===== config.mk =====
export PLATFORM = sky130hd
export DESIGN_NAME = tmp_seq_ctrl
export DESIGN_NICKNAME = d
export VERILOG_FILES = /design/src/rtl/tmp_seq_pkg.sv /design/src/rtl/tmp_seq_sync.sv /design/src/rtl/tmp_seq_ctrl.sv
export SDC_FILE = /design/constraint.sdc
export NUM_CORES = 1
export LEC_CHECK = 0
export ABC_AREA = 1
export BUFFER_PORTS_ARGS = -buffer_cell sky130_fd_sc_hd__buf_2
export CORE_ASPECT_RATIO = 1.5
export CORE_MARGIN = 5
export CORE_UTILIZATION = 39
export CTS_CLUSTER_DIAMETER = 150
export DETAILED_ROUTE_END_ITERATION = 10
export GPL_ROUTABILITY_DRIVEN = 0
export PLACE_DENSITY = 0.58
export SYNTH_ARGS = -nofsm -noshare
export SYNTH_HDL_FRONTEND = slang
export SYNTH_SLANG_ARGS = --single-unit

===== constraint.sdc =====
create_clock -name clk -period 2.8 [get_ports clk]
set_input_delay 0.14 -clock clk [delete_from_list [all_inputs] [get_ports clk]]
set_output_delay 0.14 -clock clk [all_outputs]
set_load 0.005 [all_outputs]

===== src/rtl/tmp_seq_pkg.sv =====
// Shared types and constants for the switched-cap temperature sequencer.
package tmp_seq_pkg;

  typedef enum logic [3:0] {
    IDLE,
    PRECHARGE,
    BLANK_D,
    DIODE,
    BLANK_B,
    BIGDIODE,
    HCHARGE,
    LCHARGE,
    OUTPUT
  } state_t;

  // {PA,PB,PC,PD} capacitor switch patterns
  localparam logic [3:0] PABCD_ALL = 4'b1111;
  localparam logic [3:0] PABCD_H   = 4'b1100;
  localparam logic [3:0] PABCD_L   = 4'b1010;
  localparam logic [3:0] PABCD_OFF = 4'b0000;

  localparam int PHW = 16;

endpackage


===== src/rtl/tmp_seq_sync.sv =====
// Two-flop synchroniser for the asynchronous comparator output.
module tmp_seq_sync (
  input  logic clk,
  input  logic reset_n,
  input  logic d,
  output logic q
);

  logic meta;

  always_ff @(posedge clk or negedge reset_n) begin
    if (!reset_n) begin
      meta <= 1'b0;
      q    <= 1'b0;
    end else begin
      meta <= d;
      q    <= meta;
    end
  end

endmodule


===== src/rtl/tmp_seq_ctrl.sv =====
// Multi-channel switched-cap temperature sequencer with charge-balance counting.
// Optional per-channel result averaging is enabled by defining TMP_SEQ_AVG_EN.
module tmp_seq_ctrl
  import tmp_seq_pkg::*;
#(
  parameter int NCH       = 4,
  parameter int PRE_CYC   = 2,
  parameter int BLANK_CYC = 1,
  parameter int DIODE_CYC = 1,
  parameter int BIG_CYC   = 2,
  parameter int SETUP_CYC = 20,
  parameter int CONV_CYC  = 8,
  localparam int CW       = $clog2(CONV_CYC * BIG_CYC + 1),
  localparam int CHW      = (NCH > 1) ? $clog2(NCH) : 1
) (
  input  logic           clk,
  input  logic           reset_n,
  input  logic           en,
  input  logic [NCH-1:0] ch_mask,
  input  logic           cmp,
  output logic           pre_chrg,
  output logic           pii1,
  output logic           pii2,
  output logic           pi1,
  output logic           pi2,
  output logic [3:0]     pabcd,
  output logic           src_n,
  output logic           snk,
  output logic [NCH-1:0] ch_sel,
  output logic           busy,
  output logic           valid,
  output logic [CW-1:0]  result,
  output logic [CHW-1:0] result_ch,
  output state_t         dbg_state
);

  localparam int NPAIR = SETUP_CYC + CONV_CYC;
  localparam int PCW   = $clog2(NPAIR + 1);
  localparam logic [CW-1:0] CODE_MAX = '1;

  state_t           state, state_nxt;
  logic [PHW-1:0]   phase_cnt;
  logic [PCW-1:0]   pair_cnt, pair_nxt;
  logic [CW-1:0]    code, res_new;
  logic [CHW-1:0]   cur_ch, last_ch, pick_ch;
  logic             pick_ok, cmp_s, phase_done;

  tmp_seq_sync u_sync (.clk(clk), .reset_n(reset_n), .d(cmp), .q(cmp_s));

  function automatic logic [PHW-1:0] phase_len(input state_t s);
    case (s)
      PRECHARGE:        phase_len = PHW'(PRE_CYC - 1);
      BLANK_D, BLANK_B: phase_len = PHW'(BLANK_CYC - 1);
      DIODE:            phase_len = PHW'(DIODE_CYC - 1);
      BIGDIODE:         phase_len = PHW'(BIG_CYC - 1);
      default:          phase_len = '0;
    endcase
  endfunction

  // Round-robin: nearest set mask bit after last_ch; offset NCH (last_ch itself) has lowest priority.
  always_comb begin
    pick_ok = 1'b0;
    pick_ch = last_ch;
    for (int i = NCH; i >= 1; i--) begin
      if (ch_mask[(int'(last_ch) + i) % NCH]) begin
        pick_ok = 1'b1;
        pick_ch = CHW'((int'(last_ch) + i) % NCH);
      end
    end
  end

  always_comb begin
    state_nxt  = state;
    phase_done = (phase_cnt == '0);
    pair_nxt   = pair_cnt + PCW'(1);
    pre_chrg   = 1'b0;
    pii1       = 1'b0;
    pii2       = 1'b0;
    pi1        = 1'b0;
    pi2        = 1'b0;
    pabcd      = PABCD_OFF;
    case (state)
      IDLE:      if (en && pick_ok) state_nxt = PRECHARGE;
      PRECHARGE: begin
        pre_chrg = 1'b1;
        pabcd    = PABCD_ALL;
        if (phase_done) state_nxt = BLANK_D;
      end
      BLANK_D:   if (phase_done) state_nxt = DIODE;
      DIODE: begin
        pii1 = 1'b1;
        pii2 = 1'b1;
        if (phase_done) state_nxt = BLANK_B;
      end
      BLANK_B:   if (phase_done) state_nxt = BIGDIODE;
      BIGDIODE: begin
        pi1 = 1'b1;
        pi2 = 1'b1;
        if (phase_done) state_nxt = cmp_s ? HCHARGE : LCHARGE;
      end
      HCHARGE, LCHARGE: begin
        pabcd     = (state == HCHARGE) ? PABCD_H : PABCD_L;
        state_nxt = (pair_nxt < PCW'(NPAIR)) ? BLANK_D : OUTPUT;
      end
      OUTPUT: begin
        pabcd     = PABCD_ALL;
        state_nxt = IDLE;
      end
      default:   state_nxt = IDLE;
    endcase
  end

`ifdef TMP_SEQ_AVG_EN
  logic [CW-1:0]  avg [NCH];
  logic [NCH-1:0] avg_seen;
  logic [CW+1:0]  avg_sum;

  always_comb begin
    avg_sum = {1'b0, avg[cur_ch], 1'b0} + {2'b00, avg[cur_ch]} + {2'b00, code} + (CW+2)'(2);
    res_new = avg_seen[cur_ch] ? avg_sum[CW+1:2] : code;
  end

  always_ff @(posedge clk or negedge reset_n) begin
    if (!reset_n) begin
      for (int i = 0; i < NCH; i++) avg[i] <= '0;
      avg_seen <= '0;
    end else if ((state == HCHARGE || state == LCHARGE) && state_nxt == OUTPUT) begin
      avg[cur_ch]      <= res_new;
      avg_seen[cur_ch] <= 1'b1;
    end
  end
`else
  assign res_new = code;
`endif

  // valid is a one-cycle strobe coinciding with OUTPUT; result/result_ch are stable while it is high
  // and hold until the next strobe. There is no back-pressure.
  always_ff @(posedge clk or negedge reset_n) begin
    if (!reset_n) begin
      state     <= IDLE;
      phase_cnt <= '0;
      pair_cnt  <= '0;
      code      <= '0;
      cur_ch    <= '0;
      last_ch   <= CHW'(NCH - 1);
      ch_sel    <= '0;
      src_n     <= 1'b1;
      snk       <= 1'b0;
      valid     <= 1'b0;
      result    <= '0;
      result_ch <= '0;
    end else begin
      state <= state_nxt;
      valid <= 1'b0;
      if (state_nxt != state) phase_cnt <= phase_len(state_nxt);
      else if (!phase_done)   phase_cnt <= phase_cnt - PHW'(1);
      case (state)
        IDLE: if (state_nxt == PRECHARGE) begin
          cur_ch  <= pick_ch;
          last_ch <= pick_ch;
          ch_sel  <= NCH'(1) << pick_ch;
        end
        PRECHARGE: begin
          pair_cnt <= '0;
          code     <= '0;
        end
        BIGDIODE: begin
          if (cmp_s) src_n <= ~src_n;
          else       snk   <= ~snk;
          if (cmp_s && pair_cnt >= PCW'(SETUP_CYC) && code != CODE_MAX) code <= code + CW'(1);
        end
        HCHARGE, LCHARGE: begin
          pair_cnt <= pair_nxt;
          if (state_nxt == OUTPUT) begin
            valid     <= 1'b1;
            result    <= res_new;
            result_ch <= cur_ch;
          end
        end
        OUTPUT: begin
          src_n  <= 1'b1;
          snk    <= 1'b0;
          ch_sel <= '0;
        end
        default: ;
      endcase
    end
  end

  assign busy      = (state != IDLE);
  assign dbg_state = state;

endmodule


==> results of run 1 <==
final timing paths:
path | depth (start not counted) | endpoint | slack [ps]
worst min-delay path | 5 | cur_ch[1] | 220
worst max register to register | 10 | code[3] | 690
worst max-delay path | 10 | code[3] | 690
worst min register to register | 0 | u_sync.q | 360
max in group asynchronous | 3 | last_ch[1] | 1800
min in group asynchronous | 2 | pair_cnt[4] | 330
cells in the mapped netlist:
| library cell | instances |
|---|---|
| xnor2_1 | 3 |
| xor2_2 | 1 |
| inv_2 | 3 |
| nand2_2 | 4 |
| a31o_2 | 1 |
| nand2_4 | 3 |
| or2_2 | 1 |
| clkbuf_1 | 1 |
| o21ai_0 | 22 |
| clkinv_1 | 1 |
| nand3_1 | 20 |
| buf_12 | 1 |
| nand3_4 | 1 |
| dfrtp_1 | 47 |
| nand4_1 | 4 |
| nor3b_1 | 1 |
| nor2_2 | 10 |
| ha_1 | 5 |
| dfstp_2 | 3 |
| a21oi_1 | 13 |
| nand3_2 | 2 |
| nor2_1 | 31 |
| xor2_1 | 11 |
| nand3b_1 | 1 |
| a22o_1 | 1 |
| inv_6 | 1 |
| nor3_1 | 4 |
| a31oi_2 | 1 |
| nand4_4 | 2 |
| nor2_4 | 17 |
| inv_1 | 40 |
| buf_6 | 1 |
| o21bai_1 | 1 |
| nand2_1 | 82 |
| buf_4 | 3 |
worst max-delay path, cell delays in order, from the launching register on:
cell     delay (ps)
dfrtp_1         440
ha_1            230
nand2_1          80
nor2_1           40
ha_1            170
nor3_1          410
nand2_1         140
nand2_1         160
nand4_1         120
o21ai_0         170
a21oi_1          50
layer usage:
layer / wire length (um) / global-route usage (%) / vias up / share of wire (%)
met4: 93 / 4.735 / 0 / 1.5
met3: 255 / 3.370 / 6 / 4.2
met5: 0 / 0 / - / 0
met1: 2478 / 16.96 / 1045 / 41
met2: 3196 / 26.05 / 33 / 53
li1: - / - / 1159 / -
cell families after synthesis:
kind of cell,count (synthesis),synth area share [%]
AND/OR/NAND/NOR,183,34.10
buffers and inverters,51,8.026
flip-flops,50,43.51
AO/OA/AOI/OAI,39,7.375
XOR/XNOR,15,4.816
adder cells (fa/ha/maj),5,2.169
flip-flops by register name, summed over array words and instances, names as in the netlist:
name	flops
src_n	1
dbg_state	4
phase_cnt	16
valid	1
u_sync.meta	1
u_sync.q	1
result	5
snk	1
cur_ch	2
last_ch	2
code	5
pair_cnt	5
ch_sel	4
result_ch	2
where the power goes:
part,leakage [uW],switching [uW],internal (uW)
Combinational,0.00100,33.8,19.0
Clock,0.0000495,275,186
Sequential,0.000650,4.90,730
metrics by stage:
step	setup slack (ps)	area (um2)	hold slack [ps]
2_1_floorplan	990.5	2884	-155.6
3_3_place_gp	747.2	3149	132.6
3_5_place_dp	727.0	3149	143.5
4_1_cts	704.0	3264	216.0
5_1_grt	527.1	3264	235.4
6_report	688.9	3264	219.7
area by class of cell:
type,instances,area (um2),area share (%)
sequential,50,1255,38.44
multi-input combinational,242,1398,42.81
tap,100,125.1,3.833
clock buffer,5,68.82,2.108
timing repair buffer,40,217.7,6.669
inverter,45,173.9,5.328
clock inverter,3,26.28,0.8049
==> impl_metrics.env, run 1 <==
export IMPL_layout_commonest_cell="nand2_1"
export IMPL_dp_hpwl_mm=4.654
export IMPL_syn_nets=356
export IMPL_status="finished clean"
export IMPL_viasPerCell=4.625
export IMPL_insertion_delay_ps=320
export IMPL_finalCriticalPeriod_ps=2111
export IMPL_cts_path_max_buffers=2
export IMPL_core_area_um2=7227
export IMPL_setup_viol=0
export IMPL_cp_start_kind="flip-flop"
export IMPL_worst_r2r_startpoint="code[0]"
export IMPL_crit_fanout=5
export IMPL_slew_violations=0
export IMPL_fillers=741
export IMPL_port_buffers=35
export IMPL_cts_tree="yes"
export IMPL_final_cell_mix="nand2_1, dfrtp_1, inv_1"
export IMPL_synth_top_area_share_pct=40.78
export IMPL_ys_ff_latch=50
export IMPL_yosys_warnings=0
export IMPL_worstPathRequired_ps=3010
export IMPL_maxSlewHeadroom_pct=66.97
export IMPL_grt_util_all_layers_pct=14.55
export IMPL_final_cells=485
export IMPL_drt_pass1_iter_count=4
export IMPL_hold_viol_final=0
export IMPL_diodes=0
export IMPL_wl_mm=6.024
export IMPL_grt_pass1_wl_mm=10.66
export IMPL_grt_max_degree=21
export IMPL_syn_inst=343
export IMPL_avgSynthCellArea_um2=8.408
export IMPL_cts_buffers_inserted=5
export IMPL_power_density_nw_per_um2=382.3
export IMPL_hp_class="input pin to flip-flop"
export IMPL_end_kind="flip-flop"
export IMPL_p_leak_uw=0.001705
export IMPL_via_count=2243
export IMPL_synth_seq_area_share_pct=43.51
export IMPL_antenna_found_initial=0
export IMPL_final_antenna_net_count=0
export IMPL_min_from="en"
export IMPL_syn2layout_area_growth_pct=13.19
export IMPL_synth_area_um2=2884
export IMPL_fmax_mhz=473.7
export IMPL_setup_tns_ps=0
export IMPL_wire_per_inst_um=12.42
export IMPL_cts_root_buf="clkbuf_8"
export IMPL_tightest_slew_ps=495.5
export IMPL_die_area_um2=9250
export IMPL_fin_util_pct=45.17
export IMPL_io_pins=36
export IMPL_cts_setup_buffers=0
export IMPL_fin_crit_sh_pct=75.40
export IMPL_post_cts_resized=0
export IMPL_drive_gt1_share_pct=24.94
export IMPL_arrival_ps=2330
export IMPL_rsz0062_at_grt="false"
export IMPL_power_uw=1248
export IMPL_clock_sinks=50
export IMPL_die_h_um=115.3
export IMPL_drt_iter0_markers=81
export IMPL_grt_pass1_vias=2331
export IMPL_synth_area_leaders="dfrtp_1, nand2_1, nor2_4"
export IMPL_fp_row_count=38
export IMPL_ir_worst_vdd_mv=0.3566
export IMPL_start_util_pct=39.91
export IMPL_skew_ps=8.183
export IMPL_critical_path_class="flip-flop to flip-flop"
export IMPL_crit_start="code[0]"
export IMPL_placedCellCount=475
export IMPL_ctsHoldBuffers=2
export IMPL_yosys_area_top_type="dfrtp_1"
export IMPL_synth_distinct_cells=35
export IMPL_fin_nets=397
export IMPL_grt_overflow_total=0
export IMPL_cts_clk_slew_worst_paths_ps=100
export IMPL_detail_route_drc_violations=0
export IMPL_die_w_um=80.22
export IMPL_drv_cap=0
export IMPL_cts_max_level=2
Power figures use the tool's default switching activity.
==> inputs of run 2 (changes only) <==
--- a/config.mk
+++ b/config.mk
@@ -13,7 +13,7 @@
 export CTS_CLUSTER_DIAMETER = 150
 export DETAILED_ROUTE_END_ITERATION = 10
 export GPL_ROUTABILITY_DRIVEN = 0
-export PLACE_DENSITY = 0.58
+export PLACE_DENSITY = 0.61
 export SYNTH_ARGS = -nofsm -noshare
 export SYNTH_HDL_FRONTEND = slang
 export SYNTH_SLANG_ARGS = --single-unit
==> constraint.sdc (replaced) <==
create_clock -name clk -period 1.81 [get_ports clk]
set_input_delay 0.0905 -clock clk [delete_from_list [all_inputs] [get_ports clk]]
set_output_delay 0.0905 -clock clk [all_outputs]
set_load 0.005 [all_outputs]
==> run 2 against run 1 <==
  * Die area is the same
  * Flip-flop and latch count is the same
  * Count of clock-buffer cells in the layout grew 1
  * Core utilization grew 6.5 points
  * Highest routed layer unchanged
  * Non-clock buffer count grew 36
  * Critical endpoint is now phase_cnt[5]
==> impl_metrics.env, run 2 (synthesis gave the netlist of run 1 again) <==
export IMPL_worstPathRequired_ps=2050
export IMPL_cts_root_buf="clkbuf_8"
export IMPL_cts_clk_slew_worst_paths_ps=90
export IMPL_power_internal_uw=1579
export IMPL_final_cells=522
export IMPL_final_antenna_net_count=0
export IMPL_drv_cap=0
export IMPL_diodes=0
export IMPL_fp_row_count=38
export IMPL_port_buffers=35
export IMPL_seqPwrFrac_pct=56.0
export IMPL_skew_ps=12.83
export IMPL_critical_path_class="flip-flop to flip-flop"
export IMPL_arrival_ps=2030
export IMPL_drt_pass1_iter_count=4
export IMPL_grt_overflow_total=0
export IMPL_detail_route_drc_violations=0
export IMPL_core_area_um2=7227
export IMPL_fin_crit_sh_pct=98.54
export IMPL_placedCellCount=503
export IMPL_top_register="phase_cnt"
export IMPL_antenna_found_initial=0
export IMPL_fmax_mhz=560.7
export IMPL_switchingPower_uw=446.2
export IMPL_dp_hpwl_mm=4.982
export IMPL_rsz0062_at_grt="true"
export IMPL_layout_commonest_cell="nand2_1"
export IMPL_cts_path_max_buffers=2
export IMPL_hp_class="input pin to flip-flop"
export IMPL_cp_start_kind="flip-flop"
export IMPL_ir_worst_vdd_mv=0.5046
export IMPL_grt_max_degree=31
export IMPL_p_leak_uw=0.001917
export IMPL_cts_tree="yes"
export IMPL_status="finished clean"
export IMPL_wire_per_inst_um=12.60
export IMPL_cts_buffers_inserted=5
export IMPL_combPwrFrac_pct=4.9
export IMPL_end_kind="flip-flop"
export IMPL_finalCriticalPeriod_ps=1784
export IMPL_grt_util_all_layers_pct=15.03
export IMPL_grt_pass1_vias=2542
export IMPL_largest_register_ffs=16
export IMPL_setup_viol=0
export IMPL_crit_fanout=7
export IMPL_hold_viol_final=0
export IMPL_wl_mm=6.576
export IMPL_die_area_um2=9250
export IMPL_die_h_um=115.3
export IMPL_io_pins=36
export IMPL_clock_sinks=50
export IMPL_cts_max_level=2
export IMPL_drive_gt1_share_pct=39.57
export IMPL_viasPerCell=4.649
export IMPL_insertion_delay_ps=310
export IMPL_grt_pass1_wl_mm=11.10
export IMPL_maxSlewHeadroom_pct=66.29
export IMPL_power_density_nw_per_um2=542.4
export IMPL_fin_nets=434
export IMPL_syn2layout_area_growth_pct=29.46
export IMPL_die_w_um=80.22
export IMPL_start_util_pct=39.91
export IMPL_slew_violations=0
export IMPL_drt_iter0_markers=101
export IMPL_switching_share_pct=22.03
export IMPL_final_cell_mix="nand2_1, dfrtp_1, inv_1"
export IMPL_post_place_ws_ps=-14.50
export IMPL_tightest_slew_ps=505.7
export IMPL_via_count=2427
export IMPL_pwr_share_clk_pct=39.1
export IMPL_fin_ws_ps=26.39
==> run 2: changes by cell type in the layout (fill, tap and decap cells not counted), sizes merged <==
cell and delta:
buf +36, nand2 +1, bufinv +1, clkinvlp +1
inv -3, clkbuf +1
==> run 2: power groups by stage <==
stage               logic [uW]  registers [uW]  clock network (uW)
floorplan                 27.7            1160                   0
CTS                       92.9            1130                 818
global placement          85.3            1160                   0
detailed placement        85.6            1160                   0
finish                    98.3            1130                 793
global route               112            1140                 871
==> run 2: metrics by stage <==
stage | hold WS, ps | util, % | power, uW | area, um2 | TNS, ps
final | 258.2 | 51.66 | 2025 | 3734 | 0
after global routing | 263.7 | 51.66 | 2118 | 3734 | -1027
after CTS | 246.7 | 49.74 | 2046 | 3595 | 0
after detailed placement | 103.5 | 47.00 | 1242 | 3397 | -114.8
after global placement | 104.5 | 47.00 | 1242 | 3397 | 0
after floorplan | -205.1 | - | 1185 | 2884 | 0
==> run 2: final cells by class <==
cell class | instances | area [um2]
repair buffers | 76 | 529.3
well taps | 100 | 125.1
multi-input cells | 243 | 1536
fillers | 726 | 3493
inverters | 45 | 173.9
flip-flops and latches | 50 | 1259
clock inverters | 2 | 37.54
clock buffers | 6 | 72.57
==> run 2: worst paths after layout <==
kind	cells after the start	endpoint	from	slack, ps
max	11	phase_cnt[5]	last_ch[0]	30
max reg2reg	11	phase_cnt[5]	last_ch[0]	30
min in group asynchronous	2	phase_cnt[11]	reset_n	280
min reg2reg	0	u_sync.q	u_sync.meta	360
max in group asynchronous	3	last_ch[1]	reset_n	920
min	6	last_ch[1]	en	260
==> run 2: worst max-delay path, cell delays in order, from the launching register on <==
cell and delay (ps):
dfstp_2 650, inv_6 60, nand2_4 60, nand2_2 70, nor2_4 130, nand2_2 80
nand2_4 80, a31oi_4 90, nor2_4 160, nand2_4 110, buf_12 160, nor2_4 60
==> run 2: repair_timing <==
action                                  CTS  global route
hold buffers                              2             0
cloned                                    1             0
buffers inserted                          5             3
pin swaps                                 5            15
endpoints found under the setup margin   13            29
endpoints found under the hold margin    21             0
gates resized for setup                   8            38
==> run 2: layer usage <==
metal | global-route usage, % | share of wire, %
met1 | 16.58 | 39
met2 | 27.54 | 55
met3 | 3.370 | 3.5
met4 | 5.862 | 2.5
met5 | 0 | 0
